$ cat src/rtl/adpll_pkg.sv
// Shared ADPLL types: counter instruction codes and window-controller states.
package adpll_pkg;

    typedef enum logic [1:0] {
        HOLD = 2'b00,
        UP   = 2'b01,
        DOWN = 2'b10
    } count_instr_t;

    typedef enum logic [2:0] {
        IDLE,
        CLEAR,
        COUNT,
        SETTLE,
        CAPTURE
    } state_t;

endpackage

$ cat src/rtl/counter_window_controller.sv
// Sequences the UpDownCounter over fixed-length windows and hands each
// captured phase-error sample to the loop filter over valid/ready.
module counter_window_controller
    import adpll_pkg::*;
#(
    parameter int unsigned WIDTH = 20,
    parameter int unsigned LEN_W = 16
) (
    input  logic                    fpga_clk_i,
    input  logic                    reset_i,
    input  logic                    enable_i,
    input  logic [LEN_W-1:0]        window_len_i,
    input  logic                    up_i,
    input  logic                    down_i,
    input  logic signed [WIDTH-1:0] counter_val_i,
    output count_instr_t            count_instr_o,
    output logic                    clear_o,
    output logic signed [WIDTH-1:0] sample_o,
    output logic                    sample_valid_o,
    input  logic                    sample_ready_i,
    output logic                    saturated_o,
    output logic                    overrun_o
);

    localparam logic signed [WIDTH-1:0] MAX_VAL = {1'b0, {(WIDTH-1){1'b1}}};
    localparam logic signed [WIDTH-1:0] MIN_VAL = {1'b1, {(WIDTH-1){1'b0}}};

    state_t             state;
    state_t             state_next;
    logic [LEN_W-1:0]   win_cnt;
    logic               sat_hit_c;

    // State register
    always_ff @(posedge fpga_clk_i) begin
        if (reset_i) begin
            state <= IDLE;
        end else begin
            state <= state_next;
        end
    end

    // Next-state decode and counter instruction (instruction is same-cycle from up/down)
    always_comb begin
        state_next    = state;
        count_instr_o = HOLD;
        sat_hit_c     = 1'b0;
        case (state)
            IDLE: begin
                if (enable_i) begin
                    state_next = CLEAR;
                end
            end
            CLEAR: begin
                state_next = enable_i ? COUNT : IDLE;
            end
            COUNT: begin
                if (up_i && !down_i) begin
                    if (counter_val_i == MAX_VAL) begin
                        sat_hit_c = 1'b1;
                    end else begin
                        count_instr_o = UP;
                    end
                end else if (down_i && !up_i) begin
                    if (counter_val_i == MIN_VAL) begin
                        sat_hit_c = 1'b1;
                    end else begin
                        count_instr_o = DOWN;
                    end
                end
                if (win_cnt == LEN_W'(1)) begin
                    state_next = SETTLE;
                end
            end
            SETTLE: begin
                state_next = CAPTURE;
            end
            CAPTURE: begin
                state_next = CLEAR;
            end
            default: begin
                state_next = IDLE;
            end
        endcase
    end

    // Window length counter, clear pulse, sticky flags and sample handshake
    always_ff @(posedge fpga_clk_i) begin
        if (reset_i) begin
            win_cnt        <= '0;
            clear_o        <= 1'b0;
            sample_o       <= '0;
            sample_valid_o <= 1'b0;
            saturated_o    <= 1'b0;
            overrun_o      <= 1'b0;
        end else begin
            clear_o <= (state_next == CLEAR);

            if (state == CLEAR) begin
                win_cnt <= (window_len_i == '0) ? LEN_W'(1) : window_len_i;
            end else if (state == COUNT) begin
                win_cnt <= win_cnt - LEN_W'(1);
            end

            if (state == CLEAR) begin
                saturated_o <= 1'b0;
            end else if (sat_hit_c) begin
                saturated_o <= 1'b1;
            end

            // A capture reloads the slot even if the old sample is accepted this cycle
            if (state == CAPTURE) begin
                sample_o       <= counter_val_i;
                sample_valid_o <= 1'b1;
                if (sample_valid_o && !sample_ready_i) begin
                    overrun_o <= 1'b1;
                end
            end else if (sample_valid_o && sample_ready_i) begin
                sample_valid_o <= 1'b0;
            end
        end
    end

endmodule

$ cat config.mk
export PLATFORM = sky130hd
export DESIGN_NAME = counter_window_controller
export DESIGN_NICKNAME = d
export VERILOG_FILES = /design/src/rtl/adpll_pkg.sv /design/src/rtl/counter_window_controller.sv
export SDC_FILE = /design/constraint.sdc
export NUM_CORES = 1
export LEC_CHECK = 0
export ABC_CLOCK_PERIOD_IN_PS = 2900
export CORE_MARGIN = 4
export CORE_UTILIZATION = 45
export DETAILED_ROUTE_END_ITERATION = 7
export HOLD_SLACK_MARGIN = 0.1
export PLACE_DENSITY = 0.78
export SLEW_MARGIN = 20
export SYNTH_ARGS = -nofsm -noshare
export SYNTH_HDL_FRONTEND = slang
export SYNTH_SLANG_ARGS = --single-unit
export TNS_END_PERCENT = 10
$ cat constraint.sdc
create_clock -name fpga_clk_i -period 2.9 [get_ports fpga_clk_i]
set_input_delay 0.58 -clock fpga_clk_i [delete_from_list [all_inputs] [get_ports fpga_clk_i]]
set_output_delay 0.58 -clock fpga_clk_i [all_outputs]
set_load 0.02 [all_outputs]
=== Yosys cells after proc, flatten, opt, wreduce, memory -nomap -nowiden ===
Index checks and enable logic that the tools add are counted.

* Input port bits: 42
* Output and inout port bits: 26
* Bits in registers: 43
* Logic and storage cells: 48

* Equality and inequality tests: 8
* $add $sub $neg: 1
* Mux-type cells: 19
* Reduce and logical (&&, ||, !) cells: 13

{| class="wikitable"
|+ Operators with widths
! operator !! number
|-
| 16-bit 2-to-1 mux || 3
|-
| 20-bit == test (second input constant) || 2
|-
| 16-bit by 1-bit == test with 1-bit output (second input constant) || 1
|-
| 16-bit zero test || 1
|-
| 16-bit by 1-bit subtractor with 16-bit output (second input constant) || 1
|-
| 3-bit case mux with 5 select lines || 1
|-
| 2-bit 2-to-1 mux || 5
|-
| 1-bit 2-to-1 mux || 8
|-
| 3-bit by 1-bit == test with 1-bit output (second input constant) || 2
|-
| 3-bit by 2-bit == test with 1-bit output (second input constant) || 2
|-
| 3-bit 2-to-1 mux || 2
|-
| 1-bit logical AND || 4
|-
| 2-bit nonzero test || 2
|-
| 3-bit == test (second input constant) || 1
|-
| 1-bit zero test || 3
|-
| 3-bit zero test || 1
|-
| 2-bit AND reduction || 1
|-
| 2-bit OR reduction || 1
|}

=== Longest topological paths before layout ===
Gate-level depths: netlist of run 1.

* Depth after elaboration: 5
* Gate-level depth with buffers: 6
* Gate-level depth less buffers: 6

=== Worst setup path before layout of run 1 ===
Ideal clock, no wire load.

* Kind: flip-flop to output port
* From: register state[2]
* To: output port count_instr_o[0]
* Arrival: 1.696 ns
* Cell stages (with the launch flop): 5
* Setup slack: 0.624 ns
* Cell sequence: dfxtp_1 buf_2 or3b_2 nor3b_1 a21boi_0

* Word-level cells in the longest chain between the ends: 2

{| class="wikitable"
|+ Ends and longest elaborated chain
! what !! RTL line !! text
|-
| start: declaration || counter_window_controller.sv:28 || <nowiki>state_t state;</nowiki>
|-
| start signal: assignment || counter_window_controller.sv:38 || <nowiki>state <= state_next;</nowiki>
|-
| 3-bit by 2-bit == test with 1-bit output || counter_window_controller.sv:47 || <nowiki>case (state)</nowiki>
|-
| 2-bit 2-to-1 mux || counter_window_controller.sv:47 ||
|-
| end: declaration || counter_window_controller.sv:16 || <nowiki>output count_instr_t count_instr_o,</nowiki>
|}

Every way passes these cells.

=== Worst setup path after layout of run 1 ===
* From: input port counter_val_i[17]
* To: output port count_instr_o[1]

* Word-level cells in the longest chain between the ends: 5

{| class="wikitable"
|+ Ends and longest elaborated chain
! what !! RTL line !! text
|-
| start: declaration || counter_window_controller.sv:15 || <nowiki>input logic signed [WIDTH-1:0] counter_val_i,</nowiki>
|-
| 20-bit == test || counter_window_controller.sv:64 || <nowiki>if (counter_val_i == MIN_VAL) begin</nowiki>
|-
| 2-bit 2-to-1 mux || counter_window_controller.sv:64 ||
|-
| 2-bit 2-to-1 mux || counter_window_controller.sv:63 || <nowiki>end else if (down_i && !up_i) begin</nowiki>
|-
| 2-bit 2-to-1 mux || counter_window_controller.sv:57 || <nowiki>if (up_i && !down_i) begin</nowiki>
|-
| 2-bit 2-to-1 mux || counter_window_controller.sv:47 ||
|}

Every way passes these cells.

==> key figures, run 1 <==
Yosys
  – Syn avg cell area: around 7.8 µm²
  – Syn Std Cell Area: roughly 2100 µm²
  – Synth top area share: between 40% and 50%
  – Syn. warnings: 0
  – Number of synthesized flops with an enable pin: 0
  – Synth cell types: 45
  – Post-synthesis sequential area ratio: about two fifths
  – Synth area leaders: dfxtp_1, nand2_1, a21oi_1
  – Cells after Synth: 275
  – Mapped Nets: ~320
  – FFs w/ async S/R, synth: 0%
  – Yosys reg bits: 43
  – Post-synth top area cell: dfxtp_1
  – Most used flip-flop cell after synthesis: dfxtp_1

Finish
  – Layout cells sized above 1: 6.16%
  – Number of diodes: 0
  – Final #Nets: around 380
  – Layout area overhead: 41.0%
  – Layout Cells excl Fill: about 390
  – Finished Cell Area: 3010 µm²

Clocking
  – Num CTS Buffers: 5
  – Post CTS Setup Buffer Count: 0
  – Htree depth: 2
  – Clk buf depth: 2
  – Hold buffer count at CTS: 0
  – Clock transition at the registers of the reported paths: about 0.080 ns
  – CTS Root Cell: clkbuf_8
  – Clock Latency Late Sink: between 0.2 and 0.3 ns
  – Clock sinks: 43
  – CTS tree: done

Worst setup path
  – Worst Setup SP: counter_val_i[17]
  – Startpoint types: input pin
  – Critical path peak fanout: 3
  – Critical R2R Launch: win_cnt[4]$_SDFFE_PP0P_
  – CP endpoint kind: output pin
  – Crit path DAT: approximately 2.2 ns
  – WS Path Type: in -> out
  – Worst endpoint required time: ~2.3 ns

Drt
  – Via count: 2253
  – DRT Wirelength: 6300 µm
  – Residual DRC count: 0
  – DR WL/cell: 16.0 µm
  – Antenna viol nets, final: 0
  – DR iter-0 viols: about 140
  – 1st-pass router iterations: 4
  – Avg Vias per Cell: approximately 5.7

Placement
  – Placer Congestion: roughly 0.85
  – DP Area: approximately 2900 µm²
  – IO buf count: 67
  – Placed insts: a little under 400
  – DP Wirelength: 4700 µm

Power
  – Worst vdd ir: between 0.3 and 0.4 mV
  – Cell area power density: 492 nW/µm²
  – Leak: 1.04 nW
  – Total Power: ~1.5 mW

Timing
  – Final min period: about 2.8 ns
  – Skew final: roughly 0.0027 ns
  – Fin. max-slew vios: 0
  – Fmax: between 0.3 and 0.4 GHz
  – Hold Vio Cnt, Final: 0
  – Worst Tran Pin Value: between 0.8 and 0.9 ns
  – Period utilization: 97.4%
  – RSZ-0062 raised after global routing: no
  – Max-slew headroom: ~44%
  – Hold slack: between 0.4 and 0.5 ns
  – Setup-failing EPs final: 0
  – Setup_tns: 0 ns

Global routing
  – Largest net degree at the start of global routing: 33
  – Initial antenna violation count: 0
  – First-pass GRT wire length: around 10000 µm
  – Global Route Usage Sum: a little over a fifth
  – Grt total ovfl: 0
  – Vias in the first global route: roughly 2200

Floorplan
  – Die H: 76.9 µm
  – Die area: between 5000 and 6000 µm²
  – Top Ports: just under 70
  – Starting Density: about 48%
  – Core footprint: 4470 µm²
  – FP Rows: 24
  – Chip Width: roughly 77 µm

Hold path
  – Hold Path Origin: sample_o[3]$_SDFFE_PP0P_
  – Worst min path class: reg -> reg

Run status
  – Run status: finished clean

Run
  – Max Cap Violations: 0
placed cells by master, fill, tap and decap left out, drive strengths merged, types with 3 or more instances in the layout:
cell type / instances
nand4: 8
nand2: 45
or4: 5
a31oi: 3
nand2b: 4
clkdlybuf4s50: 66
o22ai: 3
dfxtp: 43
nand3: 4
nor2: 23
nor4: 14
nor3b: 5
clkbuf: 5
o21ai: 4
buf: 9
a21oi: 30
inv: 7
a211oi: 7
xnor2: 4
nor3: 9
cell families (layout without fill, tap and decap cells):
group	Yosys count	in the layout	synth area share (%)
AOI/OAI and AO/OA	65	65	19.4
and+or+nand+nor	133	133	31.7
adders and majority gates	2	2	1.17
DFF	43	43	40.3
buffers and inverters	25	91	4.57
muxes	1	1	0.468
xor gates and xnor gates	6	6	2.46
layer usage:
metal	up-vias	GRT usage, %	routed length [µm]
met5	-	0	0
met4	0	10.3	173
met3	16	5.04	322
met2	63	35.2	3010
li1	1135	-	-
met1	1039	27.7	2790
Yosys cell counts, types with 3 or more instances:
master    instances
nand3_1           4
a31oi_1           3
buf_2             3
nand2_1          45
clkbuf_1         15
nor3_1            9
nor3b_1           5
a21oi_1          30
or4_1             5
nand2b_1          4
o22ai_1           3
o21ai_0           4
dfxtp_1          43
inv_1             7
nand4_1           8
xnor2_1           4
nor2_1           23
nor4_1           14
a211oi_1          7
state kept, by name (all words and copies together) (netlist names):
| signal | cells |
|---|---|
| sample_valid_o | 1 |
| saturated_o | 1 |
| win_cnt | 16 |
| state | 3 |
| clear_o | 1 |
| sample_o | 20 |
| overrun_o | 1 |
stage by stage:
step / setup slack, ns / util (%)
6_report: 0.0757 / 67.3
5_1_grt: 0.0109 / 67.3
4_1_cts: 0.00789 / 67.3
3_5_place_dp: 0.0445 / 64.1
3_3_place_gp: 0.0822 / 64.1
2_1_floorplan: 0.624 / -
worst paths after layout:
kind                                                 end  slack, ns  cells past startpoint
worst max-delay path                    count_instr_o[1]       0.08                      5
worst min-delay path            sample_o[3]$_SDFFE_PP0P_       0.46                      2
worst min register to register  sample_o[3]$_SDFFE_PP0P_       0.46                      2
worst max register to register  win_cnt[11]$_SDFFE_PP0P_       0.92                      3
worst max-delay path, stage by stage:
cell,delay (ns)
clkdlybuf4s50_1,0.45
nor4b_1,0.35
and3_1,0.23
a31oi_1,0.08
clkdlybuf4s50_1,0.56
timing repair:
item,CTS,global route
setup endpoints to repair,1,1
gates resized for setup,1,1
cloned,0,0
endpoints found under the hold margin,0,0
power breakdown:
part	internal (mW)	switching [mW]
combinational	0.140	0.146
sequential	0.615	0.0294
clock	0.343	0.210
layout make-up:
class | instances | area [µm²]
Multi-Input combinational cell | 207 | 1180
Fill cell | 369 | 1460
Sequential cell | 43 | 861
Inverter | 7 | 26.3
Tap cell | 52 | 65.1
Clock buffer | 5 | 68.8
Clock inverter | 3 | 67.6
Timing Repair Buffer | 76 | 741
Note: power is estimated with default switching activity, not from simulation.
==> inputs of run 2 (changes only) <==
- ABC_CLOCK_PERIOD_IN_PS: 2900 -> 2800
- clock period: 2.9 -> 2.8 ns (I/O delays scaled with it)
==> key figures, run 2 (synthesized netlist as in run 1, its figures left out) <==
Run
  – Max Cap Violations: 0

Drt
  – DR WL/cell: 15.2 µm
  – DR iter-0 viols: 162
  – DRT Wirelength: 6010 µm
  – Via count: ~2200
  – 1st-pass router iterations: 4
  – Avg Vias per Cell: between 5 and 6
  – Antenna viol nets, final: 0
  – Residual DRC count: 0

Timing
  – Max-slew headroom: 47.2%
  – Worst Tran Pin Value: a little under 0.8 ns
  – RSZ-0062 raised after global routing: no
  – Hold Vio Cnt, Final: 0
  – Final min period: 2.53 ns
  – Fmax: roughly 0.4 GHz
  – Setup_tns: 0 ns
  – Fin. max-slew vios: 0
  – Skew final: between 0.004 and 0.005 ns
  – Period utilization: between 90 and 100%
  – Setup-failing EPs final: 0

Worst setup path
  – Startpoint types: flip-flop
  – Critical path peak fanout: 5
  – CP endpoint kind: output pin
  – Slowest CP cell: or3b_2
  – Reg-to-Reg End: win_cnt[11]$_SDFFE_PP0P_
  – Critical path buffers and inverters: 1
  – Flop-to-flop setup slack: roughly 0.86 ns
  – Worst path max stage delay: about 0.53 ns
  – CP Cell Sequence: or3b_2, nor3b_2, a21boi_0, dlygate4sd2_1
  – Worst endpoint required time: about 2.2 ns
  – WS Path Type: reg -> out
  – Critical R2R Launch: win_cnt[4]$_SDFFE_PP0P_
  – Reg2reg path depth: 3
  – CP top delay family: simple AND/OR/NAND/NOR gates
  – Crit path DAT: 1.97 ns

Power
  – Sequential share of power: between 40% and 50%
  – Clk network pwr share: 28.1%
  – Worst vdd ir: 0.262 mV
  – Net Sw Frac: between 20 and 30%
  – Internal power: roughly 0.95 mW
  – Total Power: 1.34 mW
  – Leak: between 1 and 1.5 nW
  – P_sw: about 0.38 mW
  – Cell area power density: between 400 and 500 nW/µm²
  – Logic pwr share: between 20% and 30%

Hold path
  – Hold Crit Endpoint: sample_o[16]$_SDFFE_PP0P_
  – Worst min path class: reg -> reg
  – Worst Hold Path Cells: 2
  – Hold Path Origin: sample_o[16]$_SDFFE_PP0P_

Clocking
  – Htree depth: 2
  – Clock Latency Late Sink: around 0.29 ns
  – Num CTS Buffers: 5
  – CTS tree: done
  – Clock sinks: 43
  – Post CTS Setup Buffer Count: 0
  – CTS Root Cell: clkbuf_8
  – Clock transition at the registers of the reported paths: around 0.08 ns
  – Clk buf depth: 2

Global routing
  – Global Route Usage Sum: 20.8%
  – First-pass GRT wire length: ~10000 µm
  – Largest net degree at the start of global routing: 23
  – Vias in the first global route: approximately 2100
  – Initial antenna violation count: 0
  – Grt total ovfl: 0

Finish
  – Commonest non-fill, non-tap cells in the layout: clkdlybuf4s50_1, nand2_1, dfxtp_1
  – Final #Nets: a little under 400
  – Max reg flops: 20
  – Layout area overhead: 39.5%
  – Biggest register: sample_o
  – Commonest non-fill, non-tap cell in the layout: clkdlybuf4s50_1
  – Layout cells sized above 1: 7.00%
  – Number of diodes: 0
  – Utilization after layout: between 60 and 70%
  – Top Registers: sample_o x20, win_cnt x16, state x3
  – Fill count: just over 400

Floorplan
  – FP Rows: 24
  – Starting Density: a little under half
  – Core footprint: 4470 µm²
  – Die area: 5920 µm²
  – Die H: a little under 80 µm
  – Top Ports: between 60 and 70
  – Chip Width: between 70 and 80 µm

Placement
  – IO buf count: 67
  – DP Wirelength: 4540 µm
  – Placer Congestion: roughly 0.86

Run status
  – Run status: finished clean
-- run 2: cell count changes in the layout (fill, tap and decap cells not counted), sizes merged --
cell,delta
buf,+2
clkinv,+3
dlygate4sd2,+1
clkdlybuf4s50,-1
bufinv,-2
clkinvlp,-1
-- run 2: metal layers --
metal / up-vias / global-route usage (%) / part of all wire, %
met5: - / 0 / 0
met4: 0 / 7.43 / 1.5
met3: 9 / 4.68 / 6.0
met2: 69 / 33.3 / 48
met1: 1027 / 27.3 / 44
li1: 1137 / - / -
-- run 2: repair_timing --
item | 4_1_cts | 5_1_grt
hold buffers | 0 | 0
resized for setup | 3 | 1
endpoints found under the setup margin | 2 | 1
-- run 2: per-stage QoR --
stage / area (µm²) / std cells / hold slack (ns) / worst slack (ns)
after floorplan: 2140 / 275 / 0.476 / 0.544
after global placement: 2880 / 387 / 0.441 / 0.0188
after detailed placement: 2880 / 387 / 0.446 / 0.0134
after CTS: 2980 / 395 / 0.457 / 0.0562
after global routing: 2980 / 395 / 0.480 / 0.106
final: 2980 / 395 / 0.454 / 0.272
-- run 2: tightest hold or removal path, cell delays in order, from the launching register on --
cell     delay [ns]
dfxtp_1        0.31
nand2_1        0.05
a21oi_1        0.05
-- run 2: worst max-delay path by stage --
| stage | start | endpoint | depth (start not counted) |
|---|---|---|---|
| 5_1_grt | state[1]$_SDFF_PP0_ | count_instr_o[0] | 4 |
| 2_1_floorplan | state[2]$_SDFF_PP0_ | count_instr_o[0] | 4 |
| 3_5_place_dp | counter_val_i[17] | count_instr_o[1] | 5 |
| 6_report | state[1]$_SDFF_PP0_ | count_instr_o[0] | 4 |
| 4_1_cts | counter_val_i[17] | count_instr_o[1] | 5 |
| 3_3_place_gp | up_i | count_instr_o[0] | 4 |
-- run 2: cell type report --
cell class	count	area [µm²]	area share (%)
tap	52	65.1	2.18
inverter	7	26.3	0.882
sequential	43	861	28.9
timing repair buffer	78	754	25.3
multi-input combinational	207	1190	39.9
clock buffer	5	68.8	2.31
clock inverter	3	15.0	0.504
-- run 2: power by group through the flow --
| stage | registers, mW | logic [mW] | clock network [mW] |
|---|---|---|---|
| 3_5_place_dp | 0.680 | 0.289 | 0 |
| 5_1_grt | 0.669 | 0.323 | 0.417 |
| 4_1_cts | 0.665 | 0.293 | 0.388 |
| 6_report | 0.666 | 0.296 | 0.375 |
| 3_3_place_gp | 0.679 | 0.287 | 0 |
| 2_1_floorplan | 0.675 | 0.169 | 0 |
==> inputs of run 3 (changes only) <==
- CORE_MARGIN: 4 -> 10
==> key figures, run 3 (synthesized netlist as in run 1, its figures left out) <==
Drt
  – Antenna viol nets, final: 0
  – Avg Vias per Cell: ~5.8
  – Via count: roughly 2300
  – 1st-pass router iterations: 4
  – Residual DRC count: 0
  – DRT Wirelength: around 6600 µm
  – DR WL/cell: around 17 µm
  – DR iter-0 viols: 141

Timing
  – Fmax: 0.365 GHz
  – Setup-failing EPs final: 0
  – Final min period: 2.74 ns
  – RSZ-0062 raised after global routing: no
  – Max-slew headroom: about 46%
  – Period utilization: a little over nine tenths
  – Hold Vio Cnt, Final: 0
  – Skew final: about 0.0055 ns
  – Fin. max-slew vios: 0
  – Setup_tns: 0 ns
  – Worst Tran Pin Value: a little over 0.8 ns

Worst setup path
  – Critical R2R Launch: win_cnt[4]$_SDFFE_PP0P_
  – Startpoint types: input pin
  – Slowest CP cell: clkdlybuf4s50_1
  – Flop-to-flop setup slack: 0.84 ns
  – Critical path peak fanout: 3
  – WS Path Type: in -> out
  – CP endpoint kind: output pin
  – Reg2reg path depth: 3
  – Worst path max stage delay: roughly 0.56 ns
  – Crit path DAT: 2.18 ns
  – Worst endpoint required time: approximately 2.2 ns
  – Worst path most repeated cell: clkdlybuf4s50_1
  – CP Cell Sequence: clkdlybuf4s50_1, nor4b_1, and3_1, a31oi_1, clkdlybuf4s50_1
  – Worst Setup SP: counter_val_i[17]
  – Critical path endpoint: count_instr_o[1]
  – Reg-to-Reg End: win_cnt[11]$_SDFFE_PP0P_

Global routing
  – Largest net degree at the start of global routing: 27
  – Global Route Usage Sum: about 17%
  – Initial antenna violation count: 0
  – Grt total ovfl: 0
  – Vias in the first global route: 2246
  – First-pass GRT wire length: roughly 11000 µm

Clocking
  – Clock sinks: 43
  – Hold buffer count at CTS: 0
  – Clock Latency Late Sink: about 0.3 ns
  – Post CTS Setup Buffer Count: 0
  – Clock transition at the registers of the reported paths: 0.08 ns
  – CTS tree: done
  – CTS Root Cell: clkbuf_8
  – Num CTS Buffers: 5
  – Clk buf depth: 2
  – Htree depth: 2

Run status
  – Run status: finished clean

Finish
  – Commonest non-fill, non-tap cells in the layout: clkdlybuf4s50_1, nand2_1, dfxtp_1
  – Area of the multi-input gates: 1180 µm²
  – Number of diodes: 0
  – Final #Nets: 383
  – Layout area overhead: 40.2%
  – Biggest register: sample_o
  – Top Registers: sample_o x20, win_cnt x16, state x3
  – Max reg flops: 20
  – Commonest non-fill, non-tap cell in the layout: clkdlybuf4s50_1
  – Fill count: ~410
  – Register area: roughly 860 µm²
  – Layout cells sized above 1: under 10%

Power
  – Worst vdd ir: 0.238 mV
  – Clk network pwr share: between 30% and 40%
  – Internal power: 1.14 mW
  – Logic pwr share: 19.4%
  – Leak: around 1.0 nW
  – Net Sw Frac: around a quarter
  – Cell area power density: 514 nW/µm²
  – P_sw: approximately 0.4 mW
  – Sequential share of power: a little over two fifths
  – Total Power: ~1.5 mW

Hold path
  – Worst min path class: reg -> reg

Floorplan
  – FP Rows: 25
  – Chip Width: between 80 and 90 µm
  – Die area: just under 8000 µm²
  – Top Ports: 68
  – Die H: 88.9 µm
  – Starting Density: between 40% and 50%
  – Core footprint: around 4700 µm²

Run
  – Max Cap Violations: 0

Placement
  – Placer Congestion: ~0.85
  – DP Wirelength: around 4900 µm
  – IO buf count: 67
==> run 3: cell count changes in the layout (fill, tap and decap cells not counted), sizes merged <==
cell / before / now
buf: 11 / 8
bufinv: 0 / 2
clkbuf: 5 / 6
clkdlybuf4s50: 65 / 66
clkinv: 3 / 0
dlymetal6s2s: 1 / 0
==> run 3: worst max-delay path, delay by kind of cell <==
family | cells | cell delay (ns)
and+or+nand+nor | 2 | 0.53
buffers and inverters | 2 | 1.01
AOI/OAI and AO/OA | 1 | 0.08
==> run 3: worst min-delay path by stage <==
stage | startpoint | endpoint | slack, ns | depth (start not counted)
final | sample_o[5]$_SDFFE_PP0P_ | sample_o[5]$_SDFFE_PP0P_ | 0.45 | 2
after global routing | sample_o[12]$_SDFFE_PP0P_ | sample_o[12]$_SDFFE_PP0P_ | 0.48 | 2
after CTS | sample_o[5]$_SDFFE_PP0P_ | sample_o[5]$_SDFFE_PP0P_ | 0.46 | 2
after detailed placement | sample_o[5]$_SDFFE_PP0P_ | sample_o[5]$_SDFFE_PP0P_ | 0.45 | 2
after global placement | sample_o[12]$_SDFFE_PP0P_ | sample_o[12]$_SDFFE_PP0P_ | 0.44 | 2
after floorplan | win_cnt[7]$_SDFFE_PP0P_ | win_cnt[7]$_SDFFE_PP0P_ | 0.48 | 2
==> run 3: final cells by class <==
type,instances,share of cell area [%]
inverter,7,0.877
timing repair buffer,75,24.4
multi-input combinational,207,39.3
tap,54,2.26
clock buffer,6,2.42
clock inverter,2,2.01
sequential,43,28.7
==> run 3: metrics by stage <==
step	instance area [µm²]	setup slack (ns)	hold slack, ns	util [%]	instances
6_report	3000	0.0617	0.454	64.3	394
5_1_grt	3000	0.00380	0.480	64.3	394
3_5_place_dp	2860	0.0439	0.447	61.4	386
3_3_place_gp	2860	0.0223	0.443	61.4	386
4_1_cts	3000	0.0405	0.459	64.3	394
2_1_floorplan	2140	0.544	0.476	-	275
==> run 3: layer usage <==
metal  GRT usage [%]  vias to the layer above  routed length, µm
met1            20.2                     1059               2930
met5               0                        -                  0
met3            5.29                       11                611
met2            27.3                       94               3000
met4            5.58                        0                107
li1                -                     1126                  -
==> run 3: power groups by stage <==
stage	clock, mW	sequential [mW]	combinational (mW)
after global routing	0.608	0.671	0.327
final	0.575	0.667	0.299
after CTS	0.581	0.665	0.297
after global placement	0	0.678	0.284
after detailed placement	0	0.679	0.289
after floorplan	0	0.675	0.169
==> run 3: repair_timing <==
action / in CTS / in global routing
endpoints found under the setup margin: 1 / 0
gates resized for setup: 1 / 0
hold endpoints to repair: 0 / 0
